**config.mk**
```make
export PLATFORM = sky130hd
export DESIGN_NAME = mlp_argmax_reader
export DESIGN_NICKNAME = d
export VERILOG_FILES = /design/src/rtl/mlp_argmax_reader.sv
export SDC_FILE = /design/constraint.sdc
export NUM_CORES = 1
export LEC_CHECK = 0
export ABC_AREA = 1
export BUFFER_PORTS_ARGS = -buffer_cell sky130_fd_sc_hd__buf_2
export CAP_MARGIN = 20
export CORE_MARGIN = 5
export CORE_UTILIZATION = 57
export DETAILED_ROUTE_END_ITERATION = 6
export HOLD_SLACK_MARGIN = 0.15
export PLACE_DENSITY_LB_ADDON = 0.05
export SLEW_MARGIN = 20
export SYNTH_ARGS = -nofsm -noshare
export SYNTH_HDL_FRONTEND = slang
export SYNTH_SLANG_ARGS = --single-unit
```
**constraint.sdc**
```tcl
create_clock -name clk -period 3.5 [get_ports clk]
set_clock_uncertainty 0.15 [all_clocks]
set_input_delay 0.175 -clock clk [delete_from_list [all_inputs] [get_ports clk]]
set_output_delay 0.175 -clock clk [all_outputs]
set_load 0.01 [all_outputs]
```
**src/rtl/mlp_argmax_reader.sv**
```systemverilog
`default_nettype none
// ============================================================================
//  Module   : mlp_argmax_reader
//  Purpose  : Reduces the MLP output layer (NUM_CLASSES packed signed scores)
//             to a predicted digit. The score bus is snapshotted on a start
//             pulse. One class is scanned per cycle with a signed compare.
//             The result is presented behind a valid/ready handshake.
//  Ports    : clk, rst_b (async, active-low)
//             start, scores[NUM_CLASSES*SCORE_W]         -- from layer-2 MAC
//             busy, start_dropped                        -- status
//             result_valid, result_ready, digit, max_score -- result channel
//             second_digit, margin                       -- MLP_ARGMAX_TOP2_EN only
//  Options  : define MLP_ARGMAX_TOP2_EN to add runner-up index and margin
//  Revision : 1.0  initial release
// ============================================================================
module mlp_argmax_reader #(
    parameter int NUM_CLASSES = 10,
    parameter int SCORE_W     = 16,
    parameter int IDX_W       = 4
) (
    input  logic                           clk,
    input  logic                           rst_b,
    input  logic                           start,
    input  logic [NUM_CLASSES*SCORE_W-1:0] scores,
    output logic                           busy,
    output logic                           start_dropped,
    output logic                           result_valid,
    input  logic                           result_ready,
    output logic [IDX_W-1:0]               digit,
    output logic [SCORE_W-1:0]             max_score
`ifdef MLP_ARGMAX_TOP2_EN
    ,
    output logic [IDX_W-1:0]               second_digit,
    output logic [SCORE_W:0]               margin
`endif
);

    localparam logic [IDX_W-1:0] c_FIRST_IDX = IDX_W'(1);
    localparam logic [IDX_W-1:0] c_LAST_IDX  = IDX_W'(NUM_CLASSES - 1);

    typedef enum logic [1:0] {
        ST_IDLE = 2'd0,
        ST_SCAN = 2'd1,
        ST_HOLD = 2'd2
    } state_t;

    state_t r_state;
    state_t w_state_nxt;

    logic signed [SCORE_W-1:0] r_snap [NUM_CLASSES];
    logic signed [SCORE_W-1:0] r_best;
    logic        [IDX_W-1:0]   r_best_idx;
    logic        [IDX_W-1:0]   r_idx;
    logic        [IDX_W-1:0]   r_digit;
    logic        [SCORE_W-1:0] r_max_score;
    logic                      r_valid;
    logic                      r_dropped;

    logic signed [SCORE_W-1:0] w_cand;
    logic                      w_gt;
    logic                      w_last;
    logic signed [SCORE_W-1:0] w_fin_best;
    logic        [IDX_W-1:0]   w_fin_idx;

    // ------------------------------------------------------------------
    // Candidate selection and compare (shared by both build options)
    // ------------------------------------------------------------------
    assign w_cand     = r_snap[r_idx];
    // Strict greater-than keeps the lowest index on ties.
    assign w_gt       = (w_cand > r_best);
    assign w_last     = (r_idx == c_LAST_IDX);
    assign w_fin_best = w_gt ? w_cand : r_best;
    assign w_fin_idx  = w_gt ? r_idx  : r_best_idx;

    // ------------------------------------------------------------------
    // State machine
    // ------------------------------------------------------------------
    always_ff @(posedge clk or negedge rst_b) begin
        if (!rst_b) begin
            r_state <= ST_IDLE;
        end else begin
            r_state <= w_state_nxt;
        end
    end

    always_comb begin
        w_state_nxt = r_state;
        case (r_state)
            ST_IDLE: if (start)        w_state_nxt = ST_SCAN;
            ST_SCAN: if (w_last)       w_state_nxt = ST_HOLD;
            ST_HOLD: if (result_ready) w_state_nxt = ST_IDLE;
            default:                   w_state_nxt = ST_IDLE;
        endcase
    end

    // ------------------------------------------------------------------
    // Datapath
    // ------------------------------------------------------------------
    always_ff @(posedge clk or negedge rst_b) begin
        if (!rst_b) begin
            for (int k = 0; k < NUM_CLASSES; k++) begin
                r_snap[k] <= '0;
            end
            r_best      <= '0;
            r_best_idx  <= '0;
            r_idx       <= '0;
            r_digit     <= '0;
            r_max_score <= '0;
            r_valid     <= 1'b0;
            r_dropped   <= 1'b0;
        end else begin
            // Any start outside IDLE is discarded and flagged for one cycle.
            r_dropped <= start && (r_state != ST_IDLE);
            case (r_state)
                ST_IDLE: begin
                    if (start) begin
                        for (int k = 0; k < NUM_CLASSES; k++) begin
                            r_snap[k] <= scores[k*SCORE_W +: SCORE_W];
                        end
                        // Class 0 seeds the running maximum directly from the bus.
                        r_best     <= scores[SCORE_W-1:0];
                        r_best_idx <= '0;
                        r_idx      <= c_FIRST_IDX;
                    end
                end
                ST_SCAN: begin
                    r_best     <= w_fin_best;
                    r_best_idx <= w_fin_idx;
                    r_idx      <= r_idx + c_FIRST_IDX;
                    if (w_last) begin
                        r_digit     <= w_fin_idx;
                        r_max_score <= w_fin_best;
                        r_valid     <= 1'b1;
                    end
                end
                ST_HOLD: begin
                    if (result_ready) begin
                        r_valid <= 1'b0;
                    end
                end
                default: begin
                    r_valid <= 1'b0;
                end
            endcase
        end
    end

    assign busy          = (r_state != ST_IDLE);
    assign start_dropped = r_dropped;
    assign result_valid  = r_valid;
    assign digit         = r_digit;
    assign max_score     = r_max_score;

`ifdef MLP_ARGMAX_TOP2_EN
    // ------------------------------------------------------------------
    // Runner-up tracking
    // ------------------------------------------------------------------
    logic signed [SCORE_W-1:0] r_second;
    logic        [IDX_W-1:0]   r_second_idx;
    logic                      r_second_valid;
    logic        [IDX_W-1:0]   r_second_digit;
    logic        [SCORE_W:0]   r_margin;

    logic                      w_sec_take;
    logic signed [SCORE_W-1:0] w_fin_second;
    logic        [IDX_W-1:0]   w_fin_second_idx;
    logic signed [SCORE_W:0]   w_margin;

    // A tie with the current best is not "greater", so it lands here,
    // which gives margin = 0 for duplicated maxima.
    assign w_sec_take       = !w_gt && (!r_second_valid || (w_cand > r_second));
    assign w_fin_second     = w_gt ? r_best     : (w_sec_take ? w_cand : r_second);
    assign w_fin_second_idx = w_gt ? r_best_idx : (w_sec_take ? r_idx  : r_second_idx);
    // One extra bit makes the full-range difference exact; it is never negative.
    assign w_margin = {w_fin_best[SCORE_W-1], w_fin_best}
                    - {w_fin_second[SCORE_W-1], w_fin_second};

    always_ff @(posedge clk or negedge rst_b) begin
        if (!rst_b) begin
            r_second       <= '0;
            r_second_idx   <= '0;
            r_second_valid <= 1'b0;
            r_second_digit <= '0;
            r_margin       <= '0;
        end else begin
            case (r_state)
                ST_IDLE: begin
                    if (start) begin
                        r_second_valid <= 1'b0;
                    end
                end
                ST_SCAN: begin
                    r_second       <= w_fin_second;
                    r_second_idx   <= w_fin_second_idx;
                    r_second_valid <= 1'b1;
                    if (w_last) begin
                        r_second_digit <= w_fin_second_idx;
                        r_margin       <= w_margin;
                    end
                end
                default: begin
                end
            endcase
        end
    end

    assign second_digit = r_second_digit;
    assign margin       = r_margin;
`endif

endmodule
`default_nettype wire

```
Word level (Yosys, flattened, before mapping)
Cells that the tools add are included.
Word-level totals
  word-level logic and storage cells: 56
  register bits after elaboration: 208
  bits of input ports: 164
  output and inout bits: 23
Operators by class
  add/subtract/negate cells: 1
  $lt $le $gt $ge: 2
  muxes and demuxes: 18
  eq/ne operators: 6
  reduce and logical (&&, ||, !) cells: 9
  bitwise operators: 2
Operator list (number)
  $bmux 16 s4: 1
  $mux 16: 4
  $pmux 16 s2: 1
  $gt 16x16->1: 1
  $pmux 4 s2: 2
  $mux 4: 3
  $mux 2: 3
  $ne 2x2->1 const B: 3
  $pmux 2 s3: 1
  $reduce_and 2->1: 3
  $reduce_and 3->1: 2
  $ge 5x5->1 const B: 1
  $not 4->5: 1
  $add 4x1->4 const B: 1
  $eq 4x4->1 const B: 1
  $reduce_bool 2->1: 2
  $pmux 1 s3: 1
  $eq 2x1->1 const B: 1
  $eq 2x2->1 const B: 1
  $logic_not 2->1: 1
  $mux 1: 2
  $logic_and 1x1->1: 1
  $not 1->1: 1

Depth between registers and ports, before layout
Gate-level depths: netlist (run 1).
  word-level depth: 7
  mapped depth: 25
  mapped depth without buffers: 22

Worst setup path before layout (run 1)
No wires, ideal clock.
  path type: reg-to-reg
  start point: reg r_idx[0]
  end point: reg r_digit[3] (netlist: digit[3])
  path buffers: 3
  cell stages (with the launch flop): 19
  library setup time: 118 ps
  path slack: 857 ps
  data required time: 3232 ps
  arrival: 2375 ps
  cells stage by stage: dfrtp_1 > buf_4 > inv_4 > buf_4 > nand2_1 > nand3_1 > nand3_1 > nand3_1 > nand2_2 > ha_1 > a21oi_1 > o21ai_1 > a21oi_2 > nand2_1 > nand2_2 > buf_2 > nand4_1 > nand3_1 > nand2_1
Between the ends
  word-level cells in the longest chain between the ends: 6
Ends and longest elaborated chain
  start, declared: line 53  | logic [IDX_W-1:0] r_idx;
  start signal, assigned: line 123  | r_idx <= c_FIRST_IDX;
  start signal, assigned: line 129  | r_idx <= r_idx + c_FIRST_IDX;
  $not 4->5 (implied by the code): line 68  | assign w_cand = r_snap[r_idx];
  $bmux 16 s4: line 68
  $mux 16 (implied by the code) (2 in a row): line 68
  $gt 16x16->1: line 70  | assign w_gt = (w_cand > r_best);
  $mux 4: line 73  | assign w_fin_idx = w_gt ? r_idx : r_best_idx;
  end signal, assigned: line 131  | r_digit <= w_fin_idx;
  end, declared: line 54  | logic [IDX_W-1:0] r_digit;
Parallel ways exist; a longest one is shown, timed or not. The select of a mux whose other input is x is not followed.
A chain may end at the register's enable or synchronous reset.

Final worst setup path (run 1)
  start point: reg r_idx[0]
  end point: reg r_best[14]
Between the ends
  word-level cells in the longest chain between the ends: 7
Ends and longest elaborated chain
  $not 4->5 (implied by the code) (*): line 68
  $bmux 16 s4 (*): line 68
  $mux 16 (implied by the code) (*) (2 in a row): line 68
  $gt 16x16->1: line 70
  $mux 16 (*): line 72  | assign w_fin_best = w_gt ? w_cand : r_best;
  $pmux 16 s2 (*): line 114  | case (r_state)
  end signal, assigned: line 121  | r_best <= scores[SCORE_W-1:0];
  end signal, assigned: line 127  | r_best <= w_fin_best;
  end, declared: line 51  | logic signed [SCORE_W-1:0] r_best;
Every way passes the cells marked *; elsewhere a longest branch is shown, timed or not. The select of a mux whose other input is x is not followed.

==> results.yml, run 1 <==
cts:
  cts_buffers: 23
  cts_max_path_buffers: 3
  tritoncts: "yes"
  clock_latency_ns: 0.52
  htree_num_levels: 1
  path_clk_slew_ns: 0.06
  clock-sinks: 208
  root_buffer: "clkbuf_16"
  postCtsSetupBuffers: 0
grt:
  grt_pass1_wl_um: 55230
  grt_util_all_layers: 0.3180
  antenna_found_initial: 0
  grt_pass1_vias: 10666
  overflow: 0
  grt_max_degree: 107
run:
  maxCapViolations: 0
layout:
  utilization: 0.7658
  nets: 1903
  final_area_sq_um: 14230
  drive_above_1_share: 0.1755
  syn_to_final_growth_pct: 33.60
worst_setup_path:
  cp-end-kind: "flip-flop"
  worstPathMaxFanout: 21
  arrival_ns: 3.53
  critPathLaunchType: "flip-flop"
  crit_required_ns: 3.75
  worstSetupPathType: "reg -> reg"
power_and_ir_drop:
  power.density_nw_per_um2: 1022
  max-vdd-ir-drop_mv: 1.113
  p_leak_nw: 7.492
die:
  start_util: 0.5732
  io_pins: 187
  dieWidth_um: 146.7
  num_rows: 50
  die_area_sq_um: 21520
  coreArea_sq_um: 18580
  fp.dieH_um: 146.7
yosys:
  yosysTopAreaCell: "dfrtp_1"
  synth.most_common_cell: "nand2_1"
  synth_cell_types: 33
  synth_common_cells: "nand2_1 (542), dfrtp_1 (208), inv_1 (164)"
  ys_seq_elements: 208
  syn_area_per_cell_sq_um: 7.657
  synth_top_area_frac: 0.4887
  synth_edf_count: 0
  synth_flop_cell: "dfrtp_1"
  synth_fp_nets: 1573
  yosys_warnings: 0
  synthCells: 1391
  synth_seq_area_share: 0.4887
  netlist_area_sq_um: 10650
  synth_area_leaders: "dfrtp_1 (49%), nand2_1 (19%), nand3_1 (6.6%)"
  synth-async-reset-ratio: 1.000
placement:
  dpl-instance-area_sq_um: 11750
  post-dp-hpwl_um: 21280
  place.gp.congestion: 0.8689
  portBuffers: 186
sta:
  rsz0062_at_grt: "no"
  fin_crit_sh: 0.9371
  max_clock_freq_mhz: 304.9
  setup-tns-final_ns: 0
  hold_violations: 0
  slew_viol_final: 0
  setup_viol: 0
  worst_pin_slew_ns: 0.7842
  max_slew_margin: 0.4772
  fin_crit_ns: 3.280
routing:
  first_iter_violations: 966
  wirelength_um: 34530
  vias: 10473
  first_pass_iters: 5
  drc_errors: 0
  ant_nets: 0
  vias_per_cell: 5.305
  avgRoutedWirePerCell_um: 17.49
hold_path:
  hp-class: "in -> async"
status:
  outcome: "complete, no violations"
==> placed cells by master (no fill, tap or decap), types with 17 or more instances in the layout <==
master | Yosys | routed
buf_4 | 14 | 19
nand2_1 | 542 | 542
dfrtp_1 | 208 | 207
buf_2 | 44 | 185
nand4_1 | 17 | 17
inv_2 | 17 | 17
o21ai_0 | 137 | 137
inv_1 | 164 | 164
nand3_1 | 140 | 140
ha_1 | 18 | 18
dlygate4sd3_1 | 0 | 170
clkbuf_16 | 0 | 23
nand2_4 | 20 | 20
==> layer usage <==
layer,part of all wire,track usage,up-vias
li1,-,-,4990
met1,0.42,0.4373,4960
met2,0.47,0.5146,435
met3,0.070,0.04966,88
met4,0.038,0.1181,0
met5,0,0,-
==> area by class of cell <==
class / count / area [sq um]
fill: 1319 / 4352
sequential: 208 / 5209
antenna: 2 / 5.005
tap: 234 / 292.8
clock buffer: 35 / 670.6
clock inverter: 7 / 95.09
timing repair buffer: 384 / 2955
inverter: 182 / 685.7
multi-input combinational: 922 / 4315
==> flip-flops by register name, indices dropped and copies added (netlist names) <==
signal / flops
r_snap: 160
max_score: 16
r_best: 16
digit: 4
r_best_idx: 4
r_idx: 4
r_state: 2
result_valid: 1
start_dropped: 1
==> worst max-delay path: stages (launching register included) <==
cell and delay [ns]:
dfrtp_4 0.53, inv_4 0.23, buf_4 0.22, nand2_1 0.06, nand3_1 0.07, nand3_1 0.11
nand3_1 0.14, nand2_1 0.11, ha_1 0.33, a21oi_1 0.17, nand2_1 0.10, a21oi_2 0.18
nand2_1 0.09, nand2_2 0.11, buf_4 0.23, nand4_1 0.15, nand3_1 0.12, nand2_1 0.05
==> power breakdown <==
| part | internal (mW) | total, mW | switching [mW] |
|---|---|---|---|
| clock | 1.47 | 2.46 | 0.983 |
| sequential | 3.58 | 4.06 | 0.471 |
| combinational | 2.79 | 8.03 | 5.24 |
==> logic make-up (layout without fill, tap and decap cells) <==
family	after synthesis	after routing	share of synthesized area
AND/OR/NAND/NOR	744	744	0.3077
buffers and inverters	261	608	0.1061
other	0	2	0
AO/OA/AOI/OAI	159	159	0.07554
flip-flops	208	208	0.4887
adder cells (fa/ha/maj)	18	18	0.02115
XOR/XNOR	1	1	0.0008225
==> final timing paths <==
kind	slack, ns	end	depth (start not counted)	from
setup / recovery	0.22	r_best[14]$_DFFE_PN0P_	17	r_idx[0]$_DFFE_PN0P_
hold / removal	0.11	r_snap[95]$_DFFE_PN0P_	2	rst_b
setup reg to reg	0.22	r_best[14]$_DFFE_PN0P_	17	r_idx[0]$_DFFE_PN0P_
hold reg to reg	0.32	r_snap[29]$_DFFE_PN0P_	2	r_snap[29]$_DFFE_PN0P_
max in group asynchronous	2.08	r_idx[0]$_DFFE_PN0P_	3	rst_b
min in group clk	0.25	r_snap[58]$_DFFE_PN0P_	4	scores[106]
==> through the flow <==
step	instances	hold slack [ns]	power (mW)	setup WS [ns]
finish	1974	0.1145	14.54	0.2203
global placement	1760	0.1425	11.57	0.3147
floorplan	1391	-0.2706	9.897	0.8572
CTS	1972	0.1665	14.41	0.2443
detailed placement	1760	0.1419	11.76	0.2520
global route	1972	0.1911	15.68	0.01509
==> what timing repair did <==
item,in CTS,in global routing
resized for setup,0,1
endpoints found under the hold margin,282,0
setup endpoints to repair,0,13
hold buffers,170,0
(Power assumes the default switching activity.)
==> inputs of run 2 (changes only) <==
--- a/config.mk
+++ b/config.mk
@@ -9,7 +9,7 @@
 export BUFFER_PORTS_ARGS = -buffer_cell sky130_fd_sc_hd__buf_2
 export CAP_MARGIN = 20
 export CORE_MARGIN = 5
-export CORE_UTILIZATION = 57
+export CORE_UTILIZATION = 55
 export DETAILED_ROUTE_END_ITERATION = 6
 export HOLD_SLACK_MARGIN = 0.15
 export PLACE_DENSITY_LB_ADDON = 0.05
==> run 2 against run 1 <==
Setup slack improved by 0.038 ns. First-iteration DRC count decreased by 4.6%. Routed wire length decreased by 4.1%. Hold slack improved by 0.057 ns. Critical path depth increased by 2. Via count decreased by 2.6%. Largest power group unchanged. Core utilization decreased by 1.7 points. Sequential share of layout area increased by 0.21 points. Sequential power about the same. Maximum frequency increased by 1.2%. Power decreased by 0.10%.
==> results.yml, run 2 (synthesis gave the netlist of run 1 again) <==
die:
  io_pins: 187
  fp.dieH_um: 149.2
  num_rows: 50
  coreArea_sq_um: 18890
  start_util: 0.5637
  die_area_sq_um: 22250
  dieWidth_um: 149.2
sta:
  fin_crit_sh: 0.9262
  max_clock_freq_mhz: 308.5
  rsz0062_at_grt: "no"
  setup-tns-final_ns: 0
  slew_viol_final: 0
  max_slew_margin: 0.4629
  hold_violations: 0
  worst_pin_slew_ns: 0.8057
  fin_crit_ns: 3.242
  setup_viol: 0
worst_setup_path:
  crit_required_ns: 3.74
  r2r-start: "r_idx[0]$_DFFE_PN0P_"
  worstSetupPathType: "reg -> reg"
  crit_path_end: "r_best[6]$_DFFE_PN0P_"
  r2r-end: "r_best[6]$_DFFE_PN0P_"
  worstPathMaxFanout: 21
  arrival_ns: 3.48
  critPathLaunchType: "flip-flop"
  startpoint: "r_idx[0]$_DFFE_PN0P_"
  cp-end-kind: "flip-flop"
  reg2reg_depth: 19
  r2r_slack_ns: 0.26
placement:
  place.gp.congestion: 0.9059
  dp.cells: 1782
  portBuffers: 186
  post-dp-hpwl_um: 21400
grt:
  grt_pass1_wl_um: 53830
  grt_util_all_layers: 0.3029
  grt_max_degree: 160
  antenna_found_initial: 0
  overflow: 0
  grt_pass1_vias: 10342
status:
  outcome: "complete, no violations"
power_and_ir_drop:
  max-vdd-ir-drop_mv: 1.128
  power.density_nw_per_um2: 1027
  p_leak_nw: 7.454
routing:
  first_pass_iters: 7
  vias: 10202
  drc_errors: 0
  wirelength_um: 33100
  avgRoutedWirePerCell_um: 16.68
  first_iter_violations: 922
  vias_per_cell: 5.140
  ant_nets: 0
layout:
  stdcell_count: 1985
  largest_register_ffs: 160
  layout_commonest_cell: "nand2_1"
  nets: 1892
  regMostFlops: "r_snap"
  syn_to_final_growth_pct: 32.82
  mostFrequentLayoutCells: "nand2_1 (542), dfrtp_1 (207), buf_2 (185)"
  utilization: 0.7487
  nFillCells: 1423
  drive_above_1_share: 0.1751
  antennaDiodeCount: 0
cts:
  tritoncts: "yes"
  postCtsSetupBuffers: 0
  root_buffer: "clkbuf_16"
  clock-sinks: 208
  htree_num_levels: 1
  clock_latency_ns: 0.50
  path_clk_slew_ns: 0.06
  cts.repair.resized: 0
  cts_buffers: 23
  cts_max_path_buffers: 3
run:
  maxCapViolations: 0
hold_path:
  hp-class: "in -> async"
[run 2: worst max-delay path, cell delays in order, from the launching register on]
cell and delay, ns:
dfrtp_4 0.52, inv_4 0.20, buf_12 0.19, nand2_1 0.06, nand3_1 0.14, nand3_1 0.14, nand3_1 0.14, nand2_2 0.07
ha_1 0.30, nand2_1 0.07, nand2_1 0.05, nand3_1 0.06, nand2_1 0.06, a21oi_2 0.15, nand2_1 0.08, nand2_2 0.18
buf_4 0.24, nand4_1 0.15, nand3_1 0.12, nand2_1 0.06
[run 2: final cells by class]
| type | instances | area, sq um | area share |
|---|---|---|---|
| multi-input cells | 922 | 4315 | 0.3051 |
| flip-flops and latches | 208 | 5209 | 0.3682 |
| repair buffers | 373 | 2839 | 0.2007 |
| clock buffers | 34 | 686.9 | 0.04856 |
| clock inverters | 6 | 85.08 | 0.006014 |
| inverters | 182 | 685.7 | 0.04847 |
| well taps | 260 | 325.3 | 0.02300 |
[run 2: worst min-delay path by stage]
stage	start	endpoint	slack [ns]	cells past startpoint
floorplan	rst_b	digit[0]$_DFFE_PN0P_	-0.27	0
global placement	rst_b	r_snap[119]$_DFFE_PN0P_	0.16	1
detailed placement	rst_b	r_snap[119]$_DFFE_PN0P_	0.16	1
CTS	rst_b	r_snap[119]$_DFFE_PN0P_	0.20	2
global route	rst_b	r_snap[118]$_DFFE_PN0P_	0.24	2
finish	rst_b	r_snap[118]$_DFFE_PN0P_	0.17	2
[run 2: routing by layer]
metal | global-route usage | share of wire | vias up
li1 | - | - | 4962
met1 | 0.4166 | 0.43 | 4770
met2 | 0.4988 | 0.47 | 399
met3 | 0.05105 | 0.070 | 71
met4 | 0.08650 | 0.031 | 0
met5 | 0 | 0 | -
[run 2: through the flow]
step / power [mW] / hold slack (ns) / worst slack [ns] / area (sq um)
finish: 14.52 / 0.1720 / 0.2583 / 14150
CTS: 14.48 / 0.2001 / 0.2484 / 14150
floorplan: 9.897 / -0.2706 / 0.8572 / 10650
global route: 15.70 / 0.2364 / 0.01451 / 14150
detailed placement: 11.82 / 0.1600 / 0.2653 / 11740
global placement: 11.66 / 0.1593 / 0.3282 / 11740
[run 2: power breakdown]
group          switching, mW  internal (mW)  total (mW)
Sequential             0.463           3.58        4.05
Clock                  0.963           1.50        2.46
Combinational           5.24           2.77        8.01
[run 2: repair_timing]
item                                    CTS  global route
endpoints found under the hold margin   278             0
hold buffers                            163             0
endpoints found under the setup margin    0             0
==> inputs of run 3 (changes only) <==
--- a/config.mk
+++ b/config.mk
@@ -9,7 +9,7 @@
 export BUFFER_PORTS_ARGS = -buffer_cell sky130_fd_sc_hd__buf_2
 export CAP_MARGIN = 20
 export CORE_MARGIN = 5
-export CORE_UTILIZATION = 55
+export CORE_UTILIZATION = 45
 export DETAILED_ROUTE_END_ITERATION = 6
 export HOLD_SLACK_MARGIN = 0.15
 export PLACE_DENSITY_LB_ADDON = 0.05
==> constraint.sdc (replaced) <==
create_clock -name clk -period 4.15 [get_ports clk]
set_clock_uncertainty 0.15 [all_clocks]
set_input_delay 0.2075 -clock clk [delete_from_list [all_inputs] [get_ports clk]]
set_output_delay 0.2075 -clock clk [all_outputs]
set_load 0.01 [all_outputs]
==> run 3 against run 2 <==
Hold slack better by 0.073 ns. Clock-buffer cell count rose by 3. Flip-flop and latch count did not move. Sequential share of layout area is 0.29 points lower. Critical path type unchanged.
==> results.yml, run 3 (synthesis gave the netlist of run 1 again) <==
routing:
  wirelength_um: 32720
  first_iter_violations: 708
  drc_errors: 0
  ant_nets: 0
  vias_per_cell: 4.832
  first_pass_iters: 5
  vias: 9920
  avgRoutedWirePerCell_um: 15.94
die:
  coreArea_sq_um: 23400
  dieWidth_um: 163.8
  io_pins: 187
  start_util: 0.4551
  fp.dieH_um: 163.8
  die_area_sq_um: 26840
  num_rows: 56
sta:
  fin_crit_sh: 0.8356
  max_slew_margin: 0.3507
  rsz0062_at_grt: "no"
  whs_ns: 0.2445
  setup-tns-final_ns: 0
  max_clock_freq_mhz: 288.4
  hold_violations: 0
  fin_crit_ns: 3.468
  slew_viol_final: 0
  finalWorstSetupSlack_ns: 0.6823
  worst_pin_slew_ns: 0.9739
  setup_viol: 0
cts:
  cts_buffers: 24
  root_buffer: "clkbuf_16"
  clock_latency_ns: 0.51
  cts.repair.resized: 0
  cts_max_path_buffers: 3
  path_clk_slew_ns: 0.06
  tritoncts: "yes"
  htree_num_levels: 1
  clock-sinks: 208
grt:
  grt_max_degree: 130
  antenna_found_initial: 0
  grt_pass1_wl_um: 52840
  grt_pass1_vias: 10067
  grt_util_all_layers: 0.2477
  overflow: 0
layout:
  regMostFlops: "r_snap"
  multi_input_area_sq_um: 4315
  antennaDiodeCount: 0
  layout_commonest_cell: "nand2_1"
  syn_to_final_growth_pct: 33.88
  utilization: 0.6093
  seqCellArea_sq_um: 5209
  drive_above_1_share: 0.1701
  stdcell_count: 2053
  nFillCells: 2171
  final_area_sq_um: 14260
  largest_register_ffs: 160
  mostFrequentLayoutCells: "nand2_1 (542), dfrtp_1 (207), buf_2 (185)"
  nets: 1900
power_and_ir_drop:
  swShare: 0.4574
  power_switching_mw: 5.500
  totalPowerFinal_mw: 12.03
  p_leak_nw: 7.465
  intPower_mw: 6.525
  pwr-share-seq: 0.284
  max-vdd-ir-drop_mv: 0.7988
  p_clk_frac: 0.169
  p_comb_frac: 0.547
  power.density_nw_per_um2: 843.4
worst_setup_path:
  arrival_ns: 3.72
  crit_required_ns: 4.40
  worstPathMaxFanout: 49
  critPathLaunchType: "flip-flop"
  cp-end-kind: "flip-flop"
  worstSetupPathType: "reg -> reg"
placement:
  place.gp.congestion: 0.8809
  portBuffers: 186
  dp_slack_ns: 0.7156
  dpl-instance-area_sq_um: 11740
  dp.cells: 1836
  post-dp-hpwl_um: 22490
run:
  maxCapViolations: 0
hold_path:
  hp-class: "in -> async"
status:
  outcome: "complete, no violations"
==> run 3: changes by cell type in the layout (fill, tap and decap cells not counted), sizes merged <==
cell / change
bufinv: -1
inv: -1
buf: -4
clkinvlp: -2
clkbuf: +2
clkinv: +3
dlygate4sd3: +12
==> run 3: layer usage <==
metal,wire length [um],vias up,part of all wire,track usage
met2,15020,270,0.46,0.4053
met4,793,0,0.024,0.06443
met3,1732,49,0.053,0.03061
li1,-,4983,-,-
met1,15170,4618,0.46,0.3515
met5,0,-,0,0
==> run 3: final cells by class <==
cell class                      count  area share
Sequential cell                   208      0.3653
Multi-Input combinational cell    922      0.3026
Timing Repair Buffer              380      0.2024
Clock buffer                       37     0.04984
Inverter                          182     0.04809
Tap cell                          319     0.02799
Clock inverter                      5    0.003773
==> run 3: final timing paths <==
| path | from | slack, ns | end | depth (start not counted) |
|---|---|---|---|---|
| worst max-delay path | r_idx[0]$_DFFE_PN0P_ | 0.68 | max_score[15]$_DFFE_PN0P_ | 17 |
| worst min-delay path | rst_b | 0.24 | r_snap[118]$_DFFE_PN0P_ | 2 |
| worst max register to register | r_idx[0]$_DFFE_PN0P_ | 0.68 | max_score[15]$_DFFE_PN0P_ | 17 |
| worst min register to register | r_snap[26]$_DFFE_PN0P_ | 0.32 | r_snap[26]$_DFFE_PN0P_ | 2 |
| max in group asynchronous | rst_b | 2.60 | max_score[3]$_DFFE_PN0P_ | 3 |
| min in group clk | scores[153] | 0.27 | r_snap[9]$_DFFE_PN0P_ | 4 |
==> run 3: critical path, stage by stage, from the launching register on <==
cell and delay (ns):
dfrtp_4 0.57, inv_4 0.42, nand2_1 0.10, nand3_1 0.18, nand3_1 0.16, nand3_1 0.16, nand2_1 0.10, ha_1 0.30
nand2_2 0.07, nor3_2 0.23, nand2_1 0.11, nand2_1 0.08, nand2_2 0.07, nand3_4 0.18, buf_12 0.24, nand2_4 0.06
nand3_1 0.08, nand2_1 0.06
==> run 3: power by group through the flow <==
stage          clock [mW]  combinational (mW)  sequential [mW]
3_3_place_gp            0                6.30             3.42
2_1_floorplan           0                4.99             3.36
6_report             2.04                6.58             3.41
5_1_grt              2.17                7.44             3.51
3_5_place_dp            0                6.40             3.44
4_1_cts              2.09                6.61             3.41
==> run 3: what timing repair did <==
item	CTS	global route
hold buffers	175	0
endpoints found under the setup margin	0	0
hold endpoints to repair	306	0
buffers inserted	0	0
